`config.mk`:
```
export PLATFORM = sky130hd
export DESIGN_NAME = fifo2_ram_ctrl_flat
export DESIGN_NICKNAME = d
export VERILOG_FILES = /design/src/rtl/fifo2_ram_ctrl_pkg.sv /design/src/rtl/fifo2_ram_ctrl_if.sv /design/src/rtl/fifo2_ram_ctrl_rr_arb2.sv /design/src/rtl/fifo2_ram_ctrl.sv /design/src/flat_wrapper.sv
export SDC_FILE = /design/constraint.sdc
export NUM_CORES = 1
export LEC_CHECK = 0
export ABC_AREA = 1
export CORE_MARGIN = 5
export CORE_UTILIZATION = 45
export DETAILED_ROUTE_END_ITERATION = 10
export GPL_TIMING_DRIVEN = 0
export HOLD_SLACK_MARGIN = 0.12
export PLACE_DENSITY = 0.83
export RECOVER_POWER = 100
export SETUP_SLACK_MARGIN = 0.15
export SYNTH_ARGS = -nofsm -noshare
export SYNTH_HDL_FRONTEND = slang
export SYNTH_SLANG_ARGS = --single-unit
export TNS_END_PERCENT = 5
```
`constraint.sdc`:
```
create_clock -name clk -period 3.1 [get_ports clk]
set_clock_uncertainty 0.15 [all_clocks]
set_input_delay 0.62 -clock clk [delete_from_list [all_inputs] [get_ports clk]]
set_output_delay 0.62 -clock clk [all_outputs]
set_load 0.01 [all_outputs]
```
`src/rtl/fifo2_ram_ctrl_pkg.sv`:
```
// Shared sizing constants and the per-cycle grant encoding for the
// FIFO-over-single-port-RAM controller.
package fifo2_pkg;

   localparam int DW    = 4;
   localparam int AW    = 2;
   localparam int DEPTH = 1 << AW;

   localparam logic [AW:0]   CNT_FULL = (AW+1)'(DEPTH);
   localparam logic [AW:0]   CNT_ONE  = (AW+1)'(1);
   localparam logic [AW-1:0] PTR_ONE  = AW'(1);

   typedef enum logic [1:0] {
      GNT_NONE  = 2'd0,
      GNT_PUSH  = 2'd1,
      GNT_POP   = 2'd2,
      GNT_FLUSH = 2'd3
   } grant_t;

endpackage

```
`src/rtl/fifo2_ram_ctrl_if.sv`:
```
// Producer/consumer handshake plus RAM port bundle for fifo2_ram_ctrl.
// Handshake: a request is held with its data until the matching ack is high in
// the same cycle; the transfer happens at the rising edge that ends that cycle.
interface fifo2_ram_ctrl_if;
   import fifo2_pkg::*;

   logic          flush;
   logic          push_req;
   logic [DW-1:0] push_data;
   logic          push_ack;
   logic          pop_req;
   logic          pop_ack;
   logic [DW-1:0] pop_data;
   logic          pop_valid;
   logic          full;
   logic          empty;
   logic [AW:0]   count;
   logic [AW-1:0] ram_addr;
   logic [DW-1:0] ram_din;
   logic [DW-1:0] ram_dout;
   logic          ram_rws;
   logic          ram_cs;
   logic          ram_clear;
   grant_t        grant_dbg;

   modport slave (
      input  flush, push_req, push_data, pop_req, ram_dout,
      output push_ack, pop_ack, pop_data, pop_valid, full, empty, count,
             ram_addr, ram_din, ram_rws, ram_cs, ram_clear, grant_dbg
   );

   modport master (
      output flush, push_req, push_data, pop_req, ram_dout,
      input  push_ack, pop_ack, pop_data, pop_valid, full, empty, count,
             ram_addr, ram_din, ram_rws, ram_cs, ram_clear, grant_dbg
   );

endinterface

```
`src/rtl/fifo2_ram_ctrl_rr_arb2.sv`:
```
// Two-requester round-robin arbiter; req[0]=push, req[1]=pop.
// last=1 means push won the previous grant, so pop wins the next tie.
module rr_arb2 (
   input  logic [1:0] req,
   input  logic       last,
   output logic [1:0] gnt
);

   always_comb begin
      gnt = 2'b00;
      case (req)
         2'b01:   gnt = 2'b01;
         2'b10:   gnt = 2'b10;
         2'b11:   gnt = last ? 2'b10 : 2'b01;
         default: gnt = 2'b00;
      endcase
   end

endmodule

```
`src/rtl/fifo2_ram_ctrl.sv`:
```
// Sequences push/pop traffic onto one single-port RAM so it behaves as a FIFO.
// One RAM access per cycle; flush outranks both requests.
module fifo2_ram_ctrl
   import fifo2_pkg::*;
(
   input  logic             clk,
   input  logic             clear_n,
   fifo2_ram_ctrl_if.slave  bus
);

   logic [AW-1:0] wr_ptr_q, wr_ptr_d;
   logic [AW-1:0] rd_ptr_q, rd_ptr_d;
   logic [AW:0]   count_q, count_d;
   logic          full_q, full_d;
   logic          empty_q, empty_d;
   logic [DW-1:0] pop_data_q, pop_data_d;
   logic          pop_valid_q, pop_valid_d;
   logic          last_push_q, last_push_d;
   logic [1:0]    req;
   logic [1:0]    gnt;
   grant_t        grant;

   assign req = {bus.pop_req & ~empty_q, bus.push_req & ~full_q};

   rr_arb2 u_arb (
      .req  (req),
      .last (last_push_q),
      .gnt  (gnt)
   );

   always_comb begin
      grant = GNT_NONE;
      if (clear_n) begin
         if (bus.flush)   grant = GNT_FLUSH;
         else if (gnt[0]) grant = GNT_PUSH;
         else if (gnt[1]) grant = GNT_POP;
      end
   end

   // Reset and flush both wipe the RAM; otherwise the port idles on rd_ptr.
   assign bus.push_ack  = (grant == GNT_PUSH);
   assign bus.pop_ack   = (grant == GNT_POP);
   assign bus.ram_cs    = (grant == GNT_PUSH) || (grant == GNT_POP);
   assign bus.ram_rws   = (grant == GNT_PUSH);
   assign bus.ram_addr  = (grant == GNT_PUSH) ? wr_ptr_q : rd_ptr_q;
   assign bus.ram_din   = (grant == GNT_PUSH) ? bus.push_data : '0;
   assign bus.ram_clear = !clear_n || (grant == GNT_FLUSH);
   assign bus.grant_dbg = grant;

   assign bus.pop_data  = pop_data_q;
   assign bus.pop_valid = pop_valid_q;
   assign bus.full      = full_q;
   assign bus.empty     = empty_q;
   assign bus.count     = count_q;

   always_comb begin
      wr_ptr_d    = wr_ptr_q;
      rd_ptr_d    = rd_ptr_q;
      count_d     = count_q;
      full_d      = full_q;
      empty_d     = empty_q;
      pop_data_d  = pop_data_q;
      pop_valid_d = 1'b0;
      last_push_d = last_push_q;
      case (grant)
         GNT_FLUSH: begin
            wr_ptr_d = '0;
            rd_ptr_d = '0;
            count_d  = '0;
            full_d   = 1'b0;
            empty_d  = 1'b1;
         end
         GNT_PUSH: begin
            wr_ptr_d    = wr_ptr_q + PTR_ONE;
            count_d     = count_q + CNT_ONE;
            full_d      = (count_q == CNT_FULL - CNT_ONE);
            empty_d     = 1'b0;
            last_push_d = 1'b1;
         end
         GNT_POP: begin
            rd_ptr_d    = rd_ptr_q + PTR_ONE;
            count_d     = count_q - CNT_ONE;
            full_d      = 1'b0;
            empty_d     = (count_q == CNT_ONE);
            pop_data_d  = bus.ram_dout;
            pop_valid_d = 1'b1;
            last_push_d = 1'b0;
         end
         default: ;
      endcase
   end

   always_ff @(posedge clk) begin
      if (!clear_n) begin
         wr_ptr_q    <= '0;
         rd_ptr_q    <= '0;
         count_q     <= '0;
         full_q      <= 1'b0;
         empty_q     <= 1'b1;
         pop_data_q  <= '0;
         pop_valid_q <= 1'b0;
         last_push_q <= 1'b0;
      end else begin
         wr_ptr_q    <= wr_ptr_d;
         rd_ptr_q    <= rd_ptr_d;
         count_q     <= count_d;
         full_q      <= full_d;
         empty_q     <= empty_d;
         pop_data_q  <= pop_data_d;
         pop_valid_q <= pop_valid_d;
         last_push_q <= last_push_d;
      end
   end

endmodule

```
`src/flat_wrapper.sv`:
```
// flat-port wrapper written by rule: the top's interface ports become plain ports
module fifo2_ram_ctrl_flat import fifo2_pkg::*;
  (clk, clear_n, bus_flush, bus_push_req, bus_push_data, bus_pop_req, bus_ram_dout, bus_push_ack, bus_pop_ack, bus_pop_data, bus_pop_valid, bus_full, bus_empty, bus_count, bus_ram_addr, bus_ram_din, bus_ram_rws, bus_ram_cs, bus_ram_clear, bus_grant_dbg);
  fifo2_ram_ctrl_if bus_i ();
  input  logic clk;
  input  logic clear_n;
  input wire logic [$bits(bus_i.flush)-1:0] bus_flush;
  input wire logic [$bits(bus_i.push_req)-1:0] bus_push_req;
  input wire logic [$bits(bus_i.push_data)-1:0] bus_push_data;
  input wire logic [$bits(bus_i.pop_req)-1:0] bus_pop_req;
  input wire logic [$bits(bus_i.ram_dout)-1:0] bus_ram_dout;
  output wire logic [$bits(bus_i.push_ack)-1:0] bus_push_ack;
  output wire logic [$bits(bus_i.pop_ack)-1:0] bus_pop_ack;
  output wire logic [$bits(bus_i.pop_data)-1:0] bus_pop_data;
  output wire logic [$bits(bus_i.pop_valid)-1:0] bus_pop_valid;
  output wire logic [$bits(bus_i.full)-1:0] bus_full;
  output wire logic [$bits(bus_i.empty)-1:0] bus_empty;
  output wire logic [$bits(bus_i.count)-1:0] bus_count;
  output wire logic [$bits(bus_i.ram_addr)-1:0] bus_ram_addr;
  output wire logic [$bits(bus_i.ram_din)-1:0] bus_ram_din;
  output wire logic [$bits(bus_i.ram_rws)-1:0] bus_ram_rws;
  output wire logic [$bits(bus_i.ram_cs)-1:0] bus_ram_cs;
  output wire logic [$bits(bus_i.ram_clear)-1:0] bus_ram_clear;
  output wire logic [$bits(bus_i.grant_dbg)-1:0] bus_grant_dbg;
  assign bus_i.flush = bus_flush;
  assign bus_i.push_req = bus_push_req;
  assign bus_i.push_data = bus_push_data;
  assign bus_i.pop_req = bus_pop_req;
  assign bus_i.ram_dout = bus_ram_dout;
  assign bus_push_ack = bus_i.push_ack;
  assign bus_pop_ack = bus_i.pop_ack;
  assign bus_pop_data = bus_i.pop_data;
  assign bus_pop_valid = bus_i.pop_valid;
  assign bus_full = bus_i.full;
  assign bus_empty = bus_i.empty;
  assign bus_count = bus_i.count;
  assign bus_ram_addr = bus_i.ram_addr;
  assign bus_ram_din = bus_i.ram_din;
  assign bus_ram_rws = bus_i.ram_rws;
  assign bus_ram_cs = bus_i.ram_cs;
  assign bus_ram_clear = bus_i.ram_clear;
  assign bus_grant_dbg = bus_i.grant_dbg;
  fifo2_ram_ctrl u_core (.clk(clk), .clear_n(clear_n), .bus(bus_i));
endmodule
```
==> flow_summary.toml <==
[outcome]
outcome = "finished, final reports clean"

[global_route]
grt_pass1_wl_um = 3630
met1_usage = 0.189
grt_max_degree = 11
grt_use_total = 0.167
grt.busiest_layer = "met2"
antenna_found_initial = 0
gr-total-overflow = 0
grt.met3_usage = 0.0409
use_met2 = 0.299
first_global_vias = 893

[route]
vias_per_cell = 4.69
finalWirelength_um = 2340
drcViolationCount = 0
vias = 905
postRouteAntennaNets = 0
wire_per_inst_um = 12.1
drt_iter0_drc = 9
dr.pass1.iters = 4

[floorplanning]
die-area_mm2 = 0.00297
start_util = 0.463
die_h_um = 54.5
coreArea_mm2 = 0.00192
placement_rows = 16
num_io_pins = 36
chipWidth_um = 54.5

[worst_setup_path]
crit_fanout = 6
endpoint_kind = "primary output"
worst_ep_required_time_ns = 2.33
worstRegToRegCells = 8
critPathArrivalTime_ns = 2.21
crit_type = "in2out"
setup.worst_path.start_class = "input port"

[place]
place.gp.congestion = 0.759
io_buffers = 35
post-dp-hpwl_um = 1800
placedCellCount = 186

[layout]
area_delta_synth_final_pct = 48.9
drive_gt1_frac = 0.169
final_nets = 189
diodes = 0
final_cell_mix = "22 x nand2_1, 19 x inv_1, 15 x dfxtp_1"
stdcell_count = 193
final_common_cell = "nand2_1"

[synth]
synth_seq_area_share = 0.338
synth.avg_cell_area_um2 = 7.17
synthCells = 124
ys_async_sr_fraction = 0
synth_nets = 146
synth-edff-count = 0
syn_area_um2 = 890
synth_top_area_frac = 0.338
synthAdderAreaFrac = 0.127
synth.area.top_cells = "dfxtp_1 34%, ha_1 13%, nand2_1 9.3%"
synth-compound-area-share = 0.163
yosysWarningCount = 0
synth-xor-area-share = 0
ys.flop_type = "dfxtp_1"
synthMuxAreaShare = 0
synth_top_family_by_area = "simple AND/OR/NAND/NOR gates"
synth_cell_types = 24
synth_seq_cells = 15
synth-simple-area-share = 0.222
netlist.top_cell.by_area = "dfxtp_1"

[cts]
htree_levels = 1
numCtsBuffers = 3
clockBufferDepth = 2
clock-root-buffer = "clkbuf_4"
clkTransAtPathRegs_ns = 0.09
cts.sinks = 15
cts_tree = "yes"
postCtsHoldBufs = 0
clk_latency_ns = 0.27

[timing]
fmax_mhz = 336
holdWs_ns = 0.340
slew_headroom = 0.733
min_period_ns = 2.98
worst_slew_pin_slew_ns = 0.401
rsz0062_at_grt = "true"
hold_viol_final = 0
maxSlewViolCount = 0
setup_viol = 0
post-route-period-util = 0.961

[power_and_ir_drop]
switchingPower_uw = 142
power.leakage_uw = 0.000637
switching_share = 0.306
ir_drop_mv = 0.310
seqPwrFrac = 0.456
power_frac_comb = 0.309
p_clk_frac = 0.236
intPower_uw = 321
p_per_area_mw_per_mm2 = 349

[run]
drv_cap = 0

[min_path]
hp-class = "reg2reg"
whs_path_depth = 2
-- logic make-up (layout without fill, tap and decap cells) --
group | count (synthesis) | in the layout
AOI/OAI and AO/OA | 25 | 25
adders and majority gates | 9 | 9
buffers and inverters | 30 | 72
DFF | 15 | 15
and+or+nand+nor | 45 | 45
-- Yosys cell counts (2+ instances only) --
cell type	instances
ha_1	9
nand2_2	2
o21ai_0	4
nand2_1	22
nor2_1	12
o21ai_1	7
inv_2	3
nand3_2	2
nand3_1	5
dfxtp_1	15
inv_1	21
buf_4	2
a21oi_1	9
-- worst paths after layout --
kind | slack [ns] | to | from
max | 0.12 | bus_pop_ack | bus_push_req
min | 0.34 | u_core.bus.pop_data[0]$_SDFFE_PN0N_ | u_core.bus.pop_data[0]$_SDFFE_PN0N_
max reg2reg | 1.13 | u_core.bus.empty$_SDFFE_PN1P_ | u_core.bus.full$_SDFFE_PN0P_
min reg2reg | 0.34 | u_core.bus.pop_data[0]$_SDFFE_PN0N_ | u_core.bus.pop_data[0]$_SDFFE_PN0N_
-- stage by stage --
stage / power [µW] / setup slack [ns] / cell area (µm²) / utilization / setup TNS (ns)
global route: 495 / 0.0369 / 1330 / 0.689 / 0
finish: 463 / 0.122 / 1330 / 0.689 / 0
global placement: 356 / -0.457 / 1270 / 0.663 / -2.88
detailed placement: 360 / -0.468 / 1270 / 0.663 / -3.17
CTS: 468 / 0.000544 / 1320 / 0.684 / 0
floorplan: 290 / 0.480 / 890 / - / 0
-- layer usage --
| layer | vias up | part of all wire |
|---|---|---|
| li1 | 470 | - |
| met1 | 406 | 0.42 |
| met2 | 27 | 0.49 |
| met3 | 2 | 0.080 |
| met4 | 0 | 0.0060 |
| met5 | - | 0 |
-- power groups by stage --
stage / combinational (µW) / clock (µW) / sequential, µW
global placement: 140 / 0 / 215
detailed placement: 144 / 0 / 216
CTS: 142 / 114 / 211
finish: 143 / 109 / 211
global route: 158 / 124 / 213
floorplan: 71.7 / 0 / 219
-- final cells by class --
class,count,area [µm²]
clock buffer,4,26.3
tap,27,33.8
multi-input combinational,79,498
timing repair buffer,38,334
sequential,15,300
inverter,26,105
fill,188,597
buffer,4,27.5
-- flip-flops by register name (all words and copies together) (netlist names) --
register	flops
u_core.bus.full	1
u_core.bus.pop_data	4
u_core.last_push_q	1
u_core.bus.pop_valid	1
u_core.rd_ptr_q	2
u_core.wr_ptr_q	2
u_core.bus.empty	1
u_core.bus.count	3
-- timing repair --
action,in CTS,in global routing
pin swaps,0,2
endpoints found under the setup margin,13,11
resized for setup,22,17
cloned,0,0
setup buffers,0,3
-- worst max-delay path, cell delays in order --
cell             delay, ns
clkdlybuf4s50_1       0.43
nand3_2               0.11
nand3_2               0.09
a21oi_4               0.22
ha_4                  0.20
clkdlybuf4s50_1       0.54
Power figures use the tool's default switching activity.
